[config.mk]
export PLATFORM = sky130hd
export DESIGN_NAME = spi_slave_gen
export DESIGN_NICKNAME = d
export VERILOG_FILES = /design/src/rtl/spi_slave_gen.sv
export SDC_FILE = /design/constraint.sdc
export NUM_CORES = 1
export LEC_CHECK = 0
export ABC_AREA = 1
export BUFFER_PORTS_ARGS = -buffer_cell sky130_fd_sc_hd__buf_2
export CORE_MARGIN = 4
export CORE_UTILIZATION = 29
export CTS_CLUSTER_SIZE = 30
export DETAILED_ROUTE_END_ITERATION = 6
export PLACE_DENSITY = 0.51
export SYNTH_ARGS = -nofsm -noshare
export SYNTH_HDL_FRONTEND = slang
export SYNTH_SLANG_ARGS = --single-unit
[constraint.sdc]
create_clock -name clk -period 2 [get_ports clk]
set_input_delay 0 -clock clk [delete_from_list [all_inputs] [get_ports clk]]
set_output_delay 0 -clock clk [all_outputs]
set_load 0.1 [all_outputs]
[src/rtl/spi_slave_gen.sv]
// SPI slave front-end: deserialises {cmd[1:0], payload} frames from MOSI and
// serialises RAM read data onto MISO, with abort, timeout and command checks.
module spi_slave_gen #(
  parameter int DATA_W     = 8,
  parameter int TX_TIMEOUT = 16
) (
  input  logic              clk,
  input  logic              rst_n,
  input  logic              SS_n,
  input  logic              MOSI,
  output logic              MISO,
  output logic [DATA_W+1:0] rx_data,
  output logic              rx_valid,
  input  logic [DATA_W-1:0] tx_data,
  input  logic              tx_valid,
  output logic              frame_err,
  output logic              busy
);

  localparam int F     = DATA_W + 2;
  localparam int CNT_W = $clog2(F);
  localparam int TO_W  = $clog2(TX_TIMEOUT + 1);

  localparam logic [2:0] IDLE      = 3'd0;
  localparam logic [2:0] CHK_CMD   = 3'd1;
  localparam logic [2:0] RECV      = 3'd2;
  localparam logic [2:0] READ_WAIT = 3'd3;
  localparam logic [2:0] READ_DATA = 3'd4;
  localparam logic [2:0] DONE      = 3'd5;

  logic [2:0]        state_q, state_d;
  logic [CNT_W-1:0]  cnt_q, cnt_d;
  logic [TO_W-1:0]   to_q, to_d;
  logic [F-1:0]      sr_q, sr_d;
  logic [F-1:0]      rx_data_q, rx_data_d;
  logic [DATA_W-1:0] tx_sr_q, tx_sr_d;
  logic              miso_q, miso_d;
  logic              rx_valid_q, rx_valid_d;
  logic              frame_err_q, frame_err_d;
  logic              addr_pending_q, addr_pending_d;
  logic [F-1:0]      frame;
  logic [TO_W-1:0]   to_inc;

  // Frame as it will look once the bit currently on MOSI is shifted in.
  assign frame  = {sr_q[F-2:0], MOSI};
  assign to_inc = to_q + TO_W'(1);

  always_comb begin
    state_d        = state_q;
    cnt_d          = cnt_q;
    to_d           = to_q;
    sr_d           = sr_q;
    rx_data_d      = rx_data_q;
    tx_sr_d        = tx_sr_q;
    miso_d         = miso_q;
    rx_valid_d     = 1'b0;
    frame_err_d    = 1'b0;
    addr_pending_d = addr_pending_q;
    case (state_q)
      IDLE: if (!SS_n) state_d = CHK_CMD;
      CHK_CMD: begin
        if (SS_n) begin
          state_d = IDLE;
        end else begin
          sr_d    = {{(F-1){1'b0}}, MOSI};
          cnt_d   = CNT_W'(F - 1);
          state_d = RECV;
        end
      end
      RECV: begin
        if (SS_n) begin
          state_d     = IDLE;
          frame_err_d = 1'b1;
          miso_d      = 1'b0;
        end else if (cnt_q == CNT_W'(1)) begin
          sr_d      = frame;
          rx_data_d = frame;
          cnt_d     = '0;
          state_d   = DONE;
          case (frame[F-1:F-2])
            2'b10: begin
              rx_valid_d     = 1'b1;
              addr_pending_d = 1'b1;
            end
            2'b11: begin
              if (addr_pending_q) begin
                rx_valid_d = 1'b1;
                to_d       = '0;
                state_d    = READ_WAIT;
              end else begin
                frame_err_d = 1'b1;
              end
            end
            default: rx_valid_d = 1'b1;
          endcase
        end else begin
          sr_d  = frame;
          cnt_d = cnt_q - CNT_W'(1);
        end
      end
      READ_WAIT: begin
        if (SS_n) begin
          state_d     = IDLE;
          frame_err_d = 1'b1;
          miso_d      = 1'b0;
        end else if (tx_valid) begin
          tx_sr_d = tx_data << 1;
          miso_d  = tx_data[DATA_W-1];
          cnt_d   = CNT_W'(DATA_W - 1);
          state_d = READ_DATA;
        end else if (to_inc == TO_W'(TX_TIMEOUT)) begin
          to_d           = '0;
          frame_err_d    = 1'b1;
          addr_pending_d = 1'b0;
          state_d        = DONE;
        end else begin
          to_d = to_inc;
        end
      end
      READ_DATA: begin
        // cnt_q counts bits still to be driven from the latched word.
        if (SS_n) begin
          state_d     = IDLE;
          frame_err_d = 1'b1;
          miso_d      = 1'b0;
        end else if (cnt_q == '0) begin
          miso_d         = 1'b0;
          addr_pending_d = 1'b0;
          state_d        = DONE;
        end else begin
          miso_d  = tx_sr_q[DATA_W-1];
          tx_sr_d = tx_sr_q << 1;
          cnt_d   = cnt_q - CNT_W'(1);
        end
      end
      DONE: if (SS_n) state_d = IDLE;
      default: state_d = IDLE;
    endcase
  end

  always_ff @(posedge clk or negedge rst_n) begin
    if (!rst_n) begin
      state_q        <= IDLE;
      cnt_q          <= '0;
      to_q           <= '0;
      sr_q           <= '0;
      rx_data_q      <= '0;
      tx_sr_q        <= '0;
      miso_q         <= 1'b0;
      rx_valid_q     <= 1'b0;
      frame_err_q    <= 1'b0;
      addr_pending_q <= 1'b0;
    end else begin
      state_q        <= state_d;
      cnt_q          <= cnt_d;
      to_q           <= to_d;
      sr_q           <= sr_d;
      rx_data_q      <= rx_data_d;
      tx_sr_q        <= tx_sr_d;
      miso_q         <= miso_d;
      rx_valid_q     <= rx_valid_d;
      frame_err_q    <= frame_err_d;
      addr_pending_q <= addr_pending_d;
    end
  end

  assign MISO      = miso_q;
  assign rx_data   = rx_data_q;
  assign rx_valid  = rx_valid_q;
  assign frame_err = frame_err_q;
  assign busy      = (state_q != IDLE);

endmodule

# Word-level counts from Yosys, hierarchy flattened
# Index checks and enable logic that the tools add are counted.
# word_totals
reg_bits,43
output_inout_bits,14
elab_cells,124
# classes
add_sub_neg,2
eq_ne,29
n_mux,66
bitwise,1
reduce_logical,16
# ops
operator,n
5-bit two-way mux,7
3-bit two-way mux,11
8-bit two-way mux,4
4-bit two-way mux,7
2-bit != test (second input constant),14
1-bit two-way mux,26
9-bit two-way mux,2
3-bit one-hot mux with 6 select lines,1
9-bit one-hot mux with 2 select lines,1
4-bit one-hot mux with 4 select lines,1
8-bit one-hot mux with 2 select lines,1
7-bit AND reduction,2
5-bit one-hot mux with 2 select lines,1
5-bit AND reduction,2
3-bit != test (second input constant),3
1-bit one-hot mux with 3 select lines,3
3-bit AND reduction,3
9-bit AND reduction,1
3-bit by 2-bit equality test with 1-bit output (second input constant),2
3-bit equality test (second input constant),2
2-bit nonzero test,3
3-bit nonzero test,2
5-bit by 1-bit adder with 5-bit output (second input constant),1
5-bit equality test (second input constant),1
11 further kinds,13

# Logic depth before layout (Yosys ltp)
# Gate-level depths: netlist (run 1).
# logic_depth
word_depth,6
depth_mapped,10

# Least setup slack after synthesis (run 1)
# Ideal clock, no wire load.
# synth_path
kind,register to register
startpoint,register state_q[0]
endpoint,register cnt_q[0]
setup_ns,0.116
t_arrival_ns,1.785
required_time_ns,1.884
slack_ns,0.098
stages_incl_launch_ff,10
path_buffers,1
period_less_slack_ns,1.902
path_cell_list,dfrtp_1 buf_4 nor2_4 nand2_1 inv_1 nor2_1 nand3_1 inv_1 nand2_1 nand2_1
# synth_via
elab_chain_cells,3
elab_cells_between_ends,13
classes_between,10 x eq/ne; 1 x mux; 2 x reduce/logical
# synth_lines
item,line_no,rtl
start: declaration,31,"logic [2:0] state_q, state_d;"
start signal: assignment,154,state_q <= state_d;
3-bit equality test (tied with other cells),59,case (state_q)
4-bit nonzero test (no source line) / 2-bit != test (equally long branches),--,
7-bit AND reduction (no source line),--,
end signal: assignment,155,cnt_q <= cnt_d;
end: declaration,32,"logic [CNT_W-1:0] cnt_q, cnt_d;"
# Parallel ways exist; a longest one is shown, timed or not.
# A chain may end at the register's enable or synchronous reset.

# Final worst setup path (run 1)
# layout_path
startpoint,register state_q[0]
endpoint,register tx_sr_q[1]
# layout_via
elab_chain_cells,3
elab_cells_between_ends,9
classes_between,6 x eq/ne; 1 x mux; 2 x reduce/logical
# layout_lines
item,line_no,rtl
3-bit equality test / 3-bit by 2-bit equality test with 1-bit output (equally long branches),59,
2-bit != test (no source line) / 2-bit nonzero test (equally long branches),--,
5-bit AND reduction (no source line),--,
end signal: assignment,159,tx_sr_q <= tx_sr_d;
end: declaration,36,"logic [DATA_W-1:0] tx_sr_q, tx_sr_d;"
# Parallel ways exist; a longest one is shown, timed or not.

==> flow_summary.yaml, run 1 <==
yosys:
  synthMuxAreaShare_pct: 0
  synth_xor_area_share_pct: 0.7892
  synthAdderAreaFrac_pct: 1.691
  synth.distinct_cells: 30
  synth_compound_area_share_pct: 11.56
  synthesis.nets: 288
  yosys.area_share.simple_pct: 30.67
  synth_top_area_share_pct: 47.35
  synth_warnings: 0
  synth.largest_area_cell: "dfrtp_1"
  syn_avg_cell_area_um2: 8.160
  syn-cell-area_mm2: 0.002220
  ys_seq_elements: 42
  synthCells: 272
  ys_top_cells_by_area: "dfrtp_1 47%, nand2_1 13%, o21ai_0 6.1%"
  synth_top_family_by_area: "simple AND/OR/NAND/NOR gates"
  yosysSeqAreaShare_pct: 47.35
cts:
  numCtsBuffers: 5
  cts_root_buffer: "clkbuf_8"
  cts_tree: "built"
  cts_num_sinks: 42
  htree_num_levels: 2
  clk_pin_slew_worst_paths_ns: 0.08
  clk_path_buf_depth: 2
  cts-resized-gates: 0
  clk_latency_ns: 0.31
worst_setup_path:
  crit_buf_inv: 0
  crit_type: "reg -> reg"
  cp_cell_sequence: "nor2_4, nand2_2, nand2_2, nand2_4, nor2_8, nand3_1, o21ai_0"
  cpLargestDelayFamily: "simple AND/OR/NAND/NOR gates"
  end_kind: "flop"
  slowest_delay_ns: 0.54
  worstPathRequired_ns: 2.23
  worst_ep_arrival_time_ns: 1.93
  slowest_stage: "dfrtp_1"
  worstSetupStartpointType: "flop"
  cp_max_fo: 16
  cp_common_cell: "nand2_2"
grt:
  overflow: 0
  antenna_found_initial: 0
  grt_first_pass_wirelength_mm: 8.459
  track_usage_pct: 12.00
  grt_pass1_vias: 1759
  grt_max_degree: 43
route:
  first_pass_iters: 4
  routedWlPerCell_um: 12.27
  routed_via_density: 4.514
  drc_errors: 0
  via_count: 1828
  drt_first_iter_violations: 77
  ant_nets: 0
  drt-total-wl_mm: 4.970
layout:
  fin_area_mm2: 0.002574
  finalNetCount: 321
  instances_no_fill: 405
  syn_to_final_growth_pct: 15.95
  multi_input_area_um2: 992.2
  regArea_mm2: 0.001051
  drive_above_1_share_pct: 20.26
  final_util_pct: 35.11
  n_antenna_cell: 0
  fill_cells: 791
floorplanning:
  start_util_pct: 30.28
  die_area_mm2: 0.009117
  die_y_um: 95.49
  ios: 27
  core_mm2: 0.007331
  rows: 31
  dieWidth_um: 95.49
timing:
  rsz0062_at_grt: "false"
  hold_viol: 1
  fmax_ghz: 0.5877
  skew_ns: 0.008322
  fin_ws_ns: 0.2986
  finalSetupViolCount: 0
  fin_crit_sh_pct: 85.07
  slew-limit-headroom_pct: 63.28
  worst_pin_slew_ns: 0.5508
  timing.hold.ws_ns: -0.0009231
  fin_setup_tns_ns: 0
  final_max_slew_viol_count: 0
  finalCriticalPeriod_ns: 1.701
power_and_ir_drop:
  clock_power_share_pct: 15.3
  switching_power_mw: 1.942
  ir_drop_v: 0.0005842
  total_power_mw: 3.744
  total_leakage_power_nw: 1.299
  power_switching_share_pct: 51.88
  seq_power_share_pct: 34.9
  power_per_cell_area_mw_per_mm2: 1455
  pwr-share-comb_pct: 49.8
  p_int_mw: 1.802
placement:
  gp_congestion: 0.8519
  dpl_cell_area_mm2: 0.002444
  post-place-cells: 393
  dp_slack_ns: 0.3339
  portBuffers: 26
  hpwl_mm: 3.537
outcome:
  violations: "hold timing"
  status: "complete, but fails checks"
min_path:
  hold_path.class: "in -> reg"
job:
  maxCapViolCount: 0
==> worst min-delay path, cell delays in order <==
cell and delay (ns):
buf_2 0.07, o21ai_0 0.07, a21oi_1 0.12
==> layout make-up <==
| cell class | instances | share of cell area (%) |
|---|---|---|
| repair buffers | 32 | 7.195 |
| flip-flops and latches | 42 | 40.84 |
| multi-input cells | 189 | 38.55 |
| well taps | 99 | 4.813 |
| clock inverters | 3 | 0.8264 |
| clock buffers | 5 | 2.674 |
| inverters | 35 | 5.105 |
==> power by group through the flow <==
stage	Clock (mW)	Combinational [mW]	Sequential, mW
6_report	0.574	1.86	1.31
5_1_grt	0.621	2.04	1.34
4_1_cts	0.594	1.87	1.31
3_5_place_dp	0	1.86	1.32
3_3_place_gp	0	1.86	1.32
2_1_floorplan	0	1.07	1.78
==> state kept, by name (all words and copies together) (netlist names) <==
signal	cells
addr_pending_q	1
MISO	1
state_q	3
tx_sr_q	7
rx_data	10
sr_q	9
rx_valid	1
to_q	5
cnt_q	4
frame_err	1
==> cells in the final DEF, fill, tap and decap left out, types with 7 or more instances in the layout <==
| master | synthesis | routed |
|---|---|---|
| nor2_1 | 9 | 9 |
| nand4_1 | 7 | 7 |
| nand2_2 | 10 | 10 |
| buf_2 | 1 | 26 |
| nand2_1 | 78 | 78 |
| nand3_1 | 22 | 22 |
| inv_1 | 31 | 31 |
| o21ai_0 | 27 | 27 |
| o22ai_1 | 8 | 8 |
| dfrtp_1 | 42 | 42 |
==> timing repair <==
| action | CTS | global route |
|---|---|---|
| setup buffers | 0 | 0 |
| endpoints found under the hold margin | 46 | 0 |
| hold buffers | 4 | 0 |
==> cells in the mapped netlist <==
| master | n |
|---|---|
| nand2_1 | 78 |
| dfrtp_1 | 42 |
| inv_1 | 31 |
| o21ai_0 | 27 |
| nand3_1 | 22 |
| nand2_2 | 10 |
| nor2_1 | 9 |
| o22ai_1 | 8 |
| nand4_1 | 7 |
| nand2_4 | 4 |
| a21oi_1 | 3 |
| ha_1 | 3 |
| inv_2 | 3 |
| nor2_4 | 3 |
| o21ai_2 | 3 |
| a31oi_1 | 2 |
| clkbuf_1 | 2 |
| nor2_8 | 2 |
| o21ai_1 | 2 |
| a21boi_0 | 1 |
| buf_12 | 1 |
| buf_2 | 1 |
| buf_4 | 1 |
| clkbuf_2 | 1 |
| clkinv_1 | 1 |
| nand3b_1 | 1 |
| nor2_2 | 1 |
| nor3_1 | 1 |
| xnor2_1 | 1 |
| xor2_1 | 1 |
==> logic make-up after synthesis <==
group / after synthesis
adders and majority gates: 3
AOI/OAI and AO/OA: 46
DFF: 42
xor gates and xnor gates: 2
buffers and inverters: 41
and+or+nand+nor: 138
==> routing by layer <==
metal  global-route usage [%]  vias to the layer above  wire (um)
met5                        0                        -          0
met4                    5.687                        0        144
met3                    2.841                       10        191
met2                    18.89                       35       2243
met1                    15.50                      838       2390
li1                         -                      945          -
==> path summary, 6_finish.rpt <==
| check | from | end | slack (ns) | cells past startpoint |
|---|---|---|---|---|
| setup / recovery | state_q[0]$_DFFE_PN0P_ | tx_sr_q[1]$_DFFE_PN0P_ | 0.30 | 7 |
| hold / removal | tx_data[6] | tx_sr_q[7]$_DFFE_PN0P_ | -0.0009 | 3 |
| setup reg to reg | state_q[0]$_DFFE_PN0P_ | tx_sr_q[1]$_DFFE_PN0P_ | 0.30 | 7 |
| hold reg to reg | rx_data[1]$_DFFE_PN0P_ | rx_data[1]$_DFFE_PN0P_ | 0.49 | 2 |
| max in group asynchronous | rst_n | cnt_q[0]$_DFFE_PN0P_ | 1.32 | 3 |
| min in group asynchronous | rst_n | rx_data[1]$_DFFE_PN0P_ | 0.30 | 3 |
No activity file was read; power rests on OpenSTA's default activity.
==> run 2: changes to the inputs <==
Settings changed: MAX_ROUTING_LAYER set to met4.
==> flow_summary.yaml, run 2 (same netlist as run 1, synthesis figures left out) <==
outcome:
  status: "completed"
route:
  first_pass_iters: 4
  drt-total-wl_mm: 4.981
  via_count: 1804
  routed_via_density: 4.465
  drc_errors: 0
  ant_nets: 0
  drt_first_iter_violations: 105
  routedWlPerCell_um: 12.33
layout:
  fill_cells: 781
  largest_reg_flops: 10
  final_common_cell: "nand2_1"
  syn_to_final_growth_pct: 15.33
  fin_area_mm2: 0.002560
  n_antenna_cell: 0
  finalNetCount: 320
  drive_above_1_share_pct: 20.00
  final_util_pct: 34.92
  final_cell_mix: "78 x nand2_1, 42 x dfrtp_1, 31 x inv_1"
worst_setup_path:
  slowest_delay_ns: 0.54
  end_kind: "flop"
  worstSetupPathDepth: 7
  cpLargestDelayFamily: "simple AND/OR/NAND/NOR gates"
  worstSetupStartpointType: "flop"
  slowest_stage: "dfrtp_1"
  reg2reg_depth: 7
  cp_common_cell: "nand2_2"
  crit_buf_inv: 0
  crit_type: "reg -> reg"
  cp_max_fo: 16
  worst_ep_arrival_time_ns: 1.91
  r2r-start: "state_q[0]$_DFFE_PN0P_"
  worstPathRequired_ns: 2.22
  cp_cell_sequence: "nor2_4, nand2_2, nand2_2, nand2_4, nor2_8, nand3_1, o21ai_0"
  cp-startpoint: "state_q[0]$_DFFE_PN0P_"
timing:
  finalCriticalPeriod_ns: 1.691
  fin_setup_tns_ns: 0
  fin_ws_ns: 0.3089
  fin_crit_sh_pct: 84.56
  fmax_ghz: 0.5913
  slew-limit-headroom_pct: 62.75
  finalSetupViolCount: 0
  hold_viol: 0
  skew_ns: 0.005536
  worst_pin_slew_ns: 0.5588
  rsz0062_at_grt: "false"
  final_max_slew_viol_count: 0
min_path:
  hold_path.class: "in -> reg"
  hold_depth: 3
  hold_start: "tx_data[6]"
placement:
  gp_congestion: 0.8728
  dpl_cell_area_mm2: 0.002444
  hpwl_mm: 3.563
  portBuffers: 26
  dp_slack_ns: 0.3305
floorplanning:
  die_area_mm2: 0.009117
  die_y_um: 95.49
  dieWidth_um: 95.49
  ios: 27
  start_util_pct: 30.28
  rows: 31
  core_mm2: 0.007331
job:
  maxCapViolCount: 0
grt:
  grt_first_pass_wirelength_mm: 8.638
  overflow: 0
  grt_max_degree: 43
  grt_pass1_vias: 1814
  antenna_found_initial: 0
  track_usage_pct: 12.57
cts:
  clk_latency_ns: 0.30
  postCtsSetupBuffers: 0
  htree_num_levels: 2
  cts-resized-gates: 0
  cts_num_sinks: 42
  clk_path_buf_depth: 2
  cts_tree: "built"
  hold_buffers: 3
  cts_root_buffer: "clkbuf_8"
  clk_pin_slew_worst_paths_ns: 0.08
  numCtsBuffers: 5
power_and_ir_drop:
  ir_drop_v: 0.0006088
  power_per_cell_area_mw_per_mm2: 1452
  total_leakage_power_nw: 1.295
==> run 2: changes by cell type in the layout (fill, tap and decap cells not counted), sizes merged <==
| cell | before | now |
|---|---|---|
| clkinvlp | 1 | 0 |
| clkbuf | 5 | 6 |
| dlygate4sd3 | 4 | 3 |
==> run 2: final timing paths <==
path | slack, ns | endpoint
setup / recovery | 0.31 | tx_sr_q[1]$_DFFE_PN0P_
hold / removal | 0.02 | tx_sr_q[7]$_DFFE_PN0P_
setup reg to reg | 0.31 | tx_sr_q[1]$_DFFE_PN0P_
hold reg to reg | 0.49 | rx_data[1]$_DFFE_PN0P_
max in group asynchronous | 1.30 | state_q[0]$_DFFE_PN0P_
min in group asynchronous | 0.30 | rx_valid$_DFF_PN0_
==> run 2: worst reg2reg max path: stages (launching register included) <==
cell     delay, ns
dfrtp_1       0.54
nor2_4        0.23
nand2_2       0.22
nand2_2       0.16
nand2_4       0.08
nor2_8        0.23
nand3_1       0.09
o21ai_0       0.08
==> run 2: final cells by class <==
type,instances,area [um^2],area share (%)
Sequential cell,42,1051,41.06
Clock inverter,2,13.76,0.5376
Timing Repair Buffer,31,175.2,6.843
Clock buffer,6,72.57,2.835
Inverter,35,131.4,5.132
Tap cell,99,123.9,4.839
Multi-Input combinational cell,189,992.2,38.76
==> run 2: stage by stage <==
step / cells / total power [mW] / hold WS [ns]
after floorplan: 272 / 2.847 / -0.2956
after CTS: 404 / 3.757 / 0.008395
after detailed placement: 393 / 3.183 / 0.1291
after global placement: 393 / 3.177 / 0.1298
final: 404 / 3.718 / 0.02022
after global routing: 404 / 4.022 / 0.03800
==> run 2: report_power, final <==
group | switching (mW) | internal, mW | total, mW
clock network | 0.309 | 0.247 | 0.555
logic | 1.41 | 0.451 | 1.86
registers | 0.201 | 1.10 | 1.30
total | 1.92 | 1.80 | 3.72
==> run 2: per-layer routing <==
metal	wire (um)	global-route usage, %	up-vias
met5	0	-	-
met1	2439	15.85	819
met4	79	4.621	0
met3	180	2.289	5
li1	-	-	949
met2	2282	20.17	31
==> run 3: changes to the inputs <==
Settings changed: PLACE_DENSITY 0.51 to 0.52.
Clock period 2 ns to 1.55 ns, I/O delays scaled along.
==> flow_summary.yaml, run 3 (same netlist as run 1, synthesis figures left out) <==
worst_setup_path:
  cp_max_fo: 7
  worst_ep_arrival_time_ns: 1.72
  worstSetupStartpointType: "flop"
  end_kind: "flop"
  slowest_stage: "dfrtp_1"
  slowest_delay_ns: 0.42
  cpLargestDelayFamily: "simple AND/OR/NAND/NOR gates"
  worstPathRequired_ns: 1.79
  crit_type: "reg -> reg"
  crit_buf_inv: 1
  cp_cell_sequence: "buf_4, nor2_4, nand2_2, nand2_2, nand2_4, nor2_4, nand2_1, o21ai_2"
cts:
  clk_pin_slew_worst_paths_ns: 0.09
  clk_latency_ns: 0.31
  postCtsSetupBuffers: 0
  cts_root_buffer: "clkbuf_8"
  cts_num_sinks: 42
  htree_num_levels: 2
  cts_tree: "built"
  clk_path_buf_depth: 2
  numCtsBuffers: 5
route:
  via_count: 1889
  drc_errors: 0
  ant_nets: 0
  drt_first_iter_violations: 81
  routed_via_density: 4.487
  first_pass_iters: 4
  routedWlPerCell_um: 12.21
  drt-total-wl_mm: 5.140
placement:
  gp_congestion: 0.8766
  dpl_cell_area_mm2: 0.002571
  portBuffers: 26
  dp_slack_ns: 0.08762
  hpwl_mm: 3.834
layout:
  final_common_cell: "nand2_1"
  n_antenna_cell: 0
  largest_reg_flops: 10
  fill_cells: 759
  final_cell_mix: "76 x nand2_1, 41 x dfrtp_1, 29 x inv_1"
  syn_to_final_growth_pct: 24.75
  fin_area_mm2: 0.002769
  drive_above_1_share_pct: 26.71
  multi_input_area_mm2: 0.001026
  finalNetCount: 337
  regArea_mm2: 0.001052
grt:
  antenna_found_initial: 0
  grt_pass1_vias: 1759
  overflow: 0
  grtUsageMet3_pct: 2.447
  use_met2_pct: 18.31
  top_usage_layer: "met2"
  track_usage_pct: 12.44
  grt_max_degree: 22
  grt_first_pass_wirelength_mm: 8.569
  use_met1_pct: 17.07
power_and_ir_drop:
  switching_power_mw: 2.598
  ir_drop_v: 0.0007289
  power_per_cell_area_mw_per_mm2: 1913
  total_leakage_power_nw: 1.390
  seq_power_share_pct: 30.8
  power_switching_share_pct: 49.04
  clock_power_share_pct: 17.6
  p_int_mw: 2.699
  pwr-share-comb_pct: 51.6
timing:
  fin_ws_ns: 0.06342
  finalCriticalPeriod_ns: 1.487
  hold_viol: 0
  finalSetupViolCount: 0
  fmax_ghz: 0.6727
  slew-limit-headroom_pct: 67.82
  fin_setup_tns_ns: 0
  skew_ns: 0.008813
  final_max_slew_viol_count: 0
  worst_pin_slew_ns: 0.4827
  fin_crit_sh_pct: 95.91
  rsz0062_at_grt: "true"
floorplanning:
  rows: 31
  ios: 27
  core_mm2: 0.007331
  start_util_pct: 30.28
  dieWidth_um: 95.49
  die_y_um: 95.49
  die_area_mm2: 0.009117
job:
  maxCapViolCount: 0
outcome:
  status: "completed"
min_path:
  hold_path.class: "in -> reg"
run 3: layout make-up:
cell class / count / area share (%)
repair buffers: 47 / 11.39
multi-input cells: 190 / 37.05
well taps: 99 / 4.474
inverters: 35 / 4.835
flip-flops and latches: 42 / 38.00
clock buffers: 5 / 2.485
clock inverters: 3 / 1.762
run 3: power groups by stage:
| stage | sequential (mW) | combinational [mW] | clock (mW) |
|---|---|---|---|
| floorplan | 2.29 | 1.40 | 0 |
| CTS | 1.62 | 2.72 | 0.961 |
| global route | 1.67 | 2.99 | 1.01 |
| finish | 1.63 | 2.73 | 0.932 |
| detailed placement | 1.64 | 2.70 | 0 |
| global placement | 1.64 | 2.69 | 0 |
run 3: tightest hold or removal path, delay by kind of cell:
family          cells  cell delay (ns)
compound gates      2             0.18
buf+inv             1             0.08
run 3: through the flow:
step                std cells  utilization (%)  hold WS [ns]  power, mW
floorplan                 272                -       -0.2956      3.693
global placement          407            35.07      0.001535      4.328
detailed placement        407            35.07      0.001543      4.349
CTS                       420            37.36      0.002335      5.302
global route              421            37.77       0.03541      5.665
finish                    421            37.77      0.008115      5.297
run 3: worst paths after layout:
check | start | slack [ns] | to | cells after the start
setup / recovery | state_q[2]$_DFFE_PN0P_ | 0.06 | tx_sr_q[6]$_DFFE_PN0P_ | 8
setup reg to reg | state_q[2]$_DFFE_PN0P_ | 0.06 | tx_sr_q[6]$_DFFE_PN0P_ | 8
min in group asynchronous | rst_n | 0.19 | rx_data[5]$_DFFE_PN0P_ | 2
hold reg to reg | rx_data[2]$_DFFE_PN0P_ | 0.49 | rx_data[2]$_DFFE_PN0P_ | 2
hold / removal | tx_data[6] | 0.008 | tx_sr_q[7]$_DFFE_PN0P_ | 3
max in group asynchronous | rst_n | 0.77 | state_q[1]$_DFFE_PN0P_ | 3
run 3: per-layer routing:
layer / part of all wire [%] / up-vias
li1: - / 981
met1: 50 / 871
met4: 1.7 / 0
met2: 45 / 30
met5: 0 / -
met3: 3.1 / 7
run 3: timing repair:
item / in CTS / in global routing
hold buffers: 5 / 0
hold endpoints to repair: 24 / 0
resized for setup: 0 / 11
setup endpoints to repair: 0 / 17
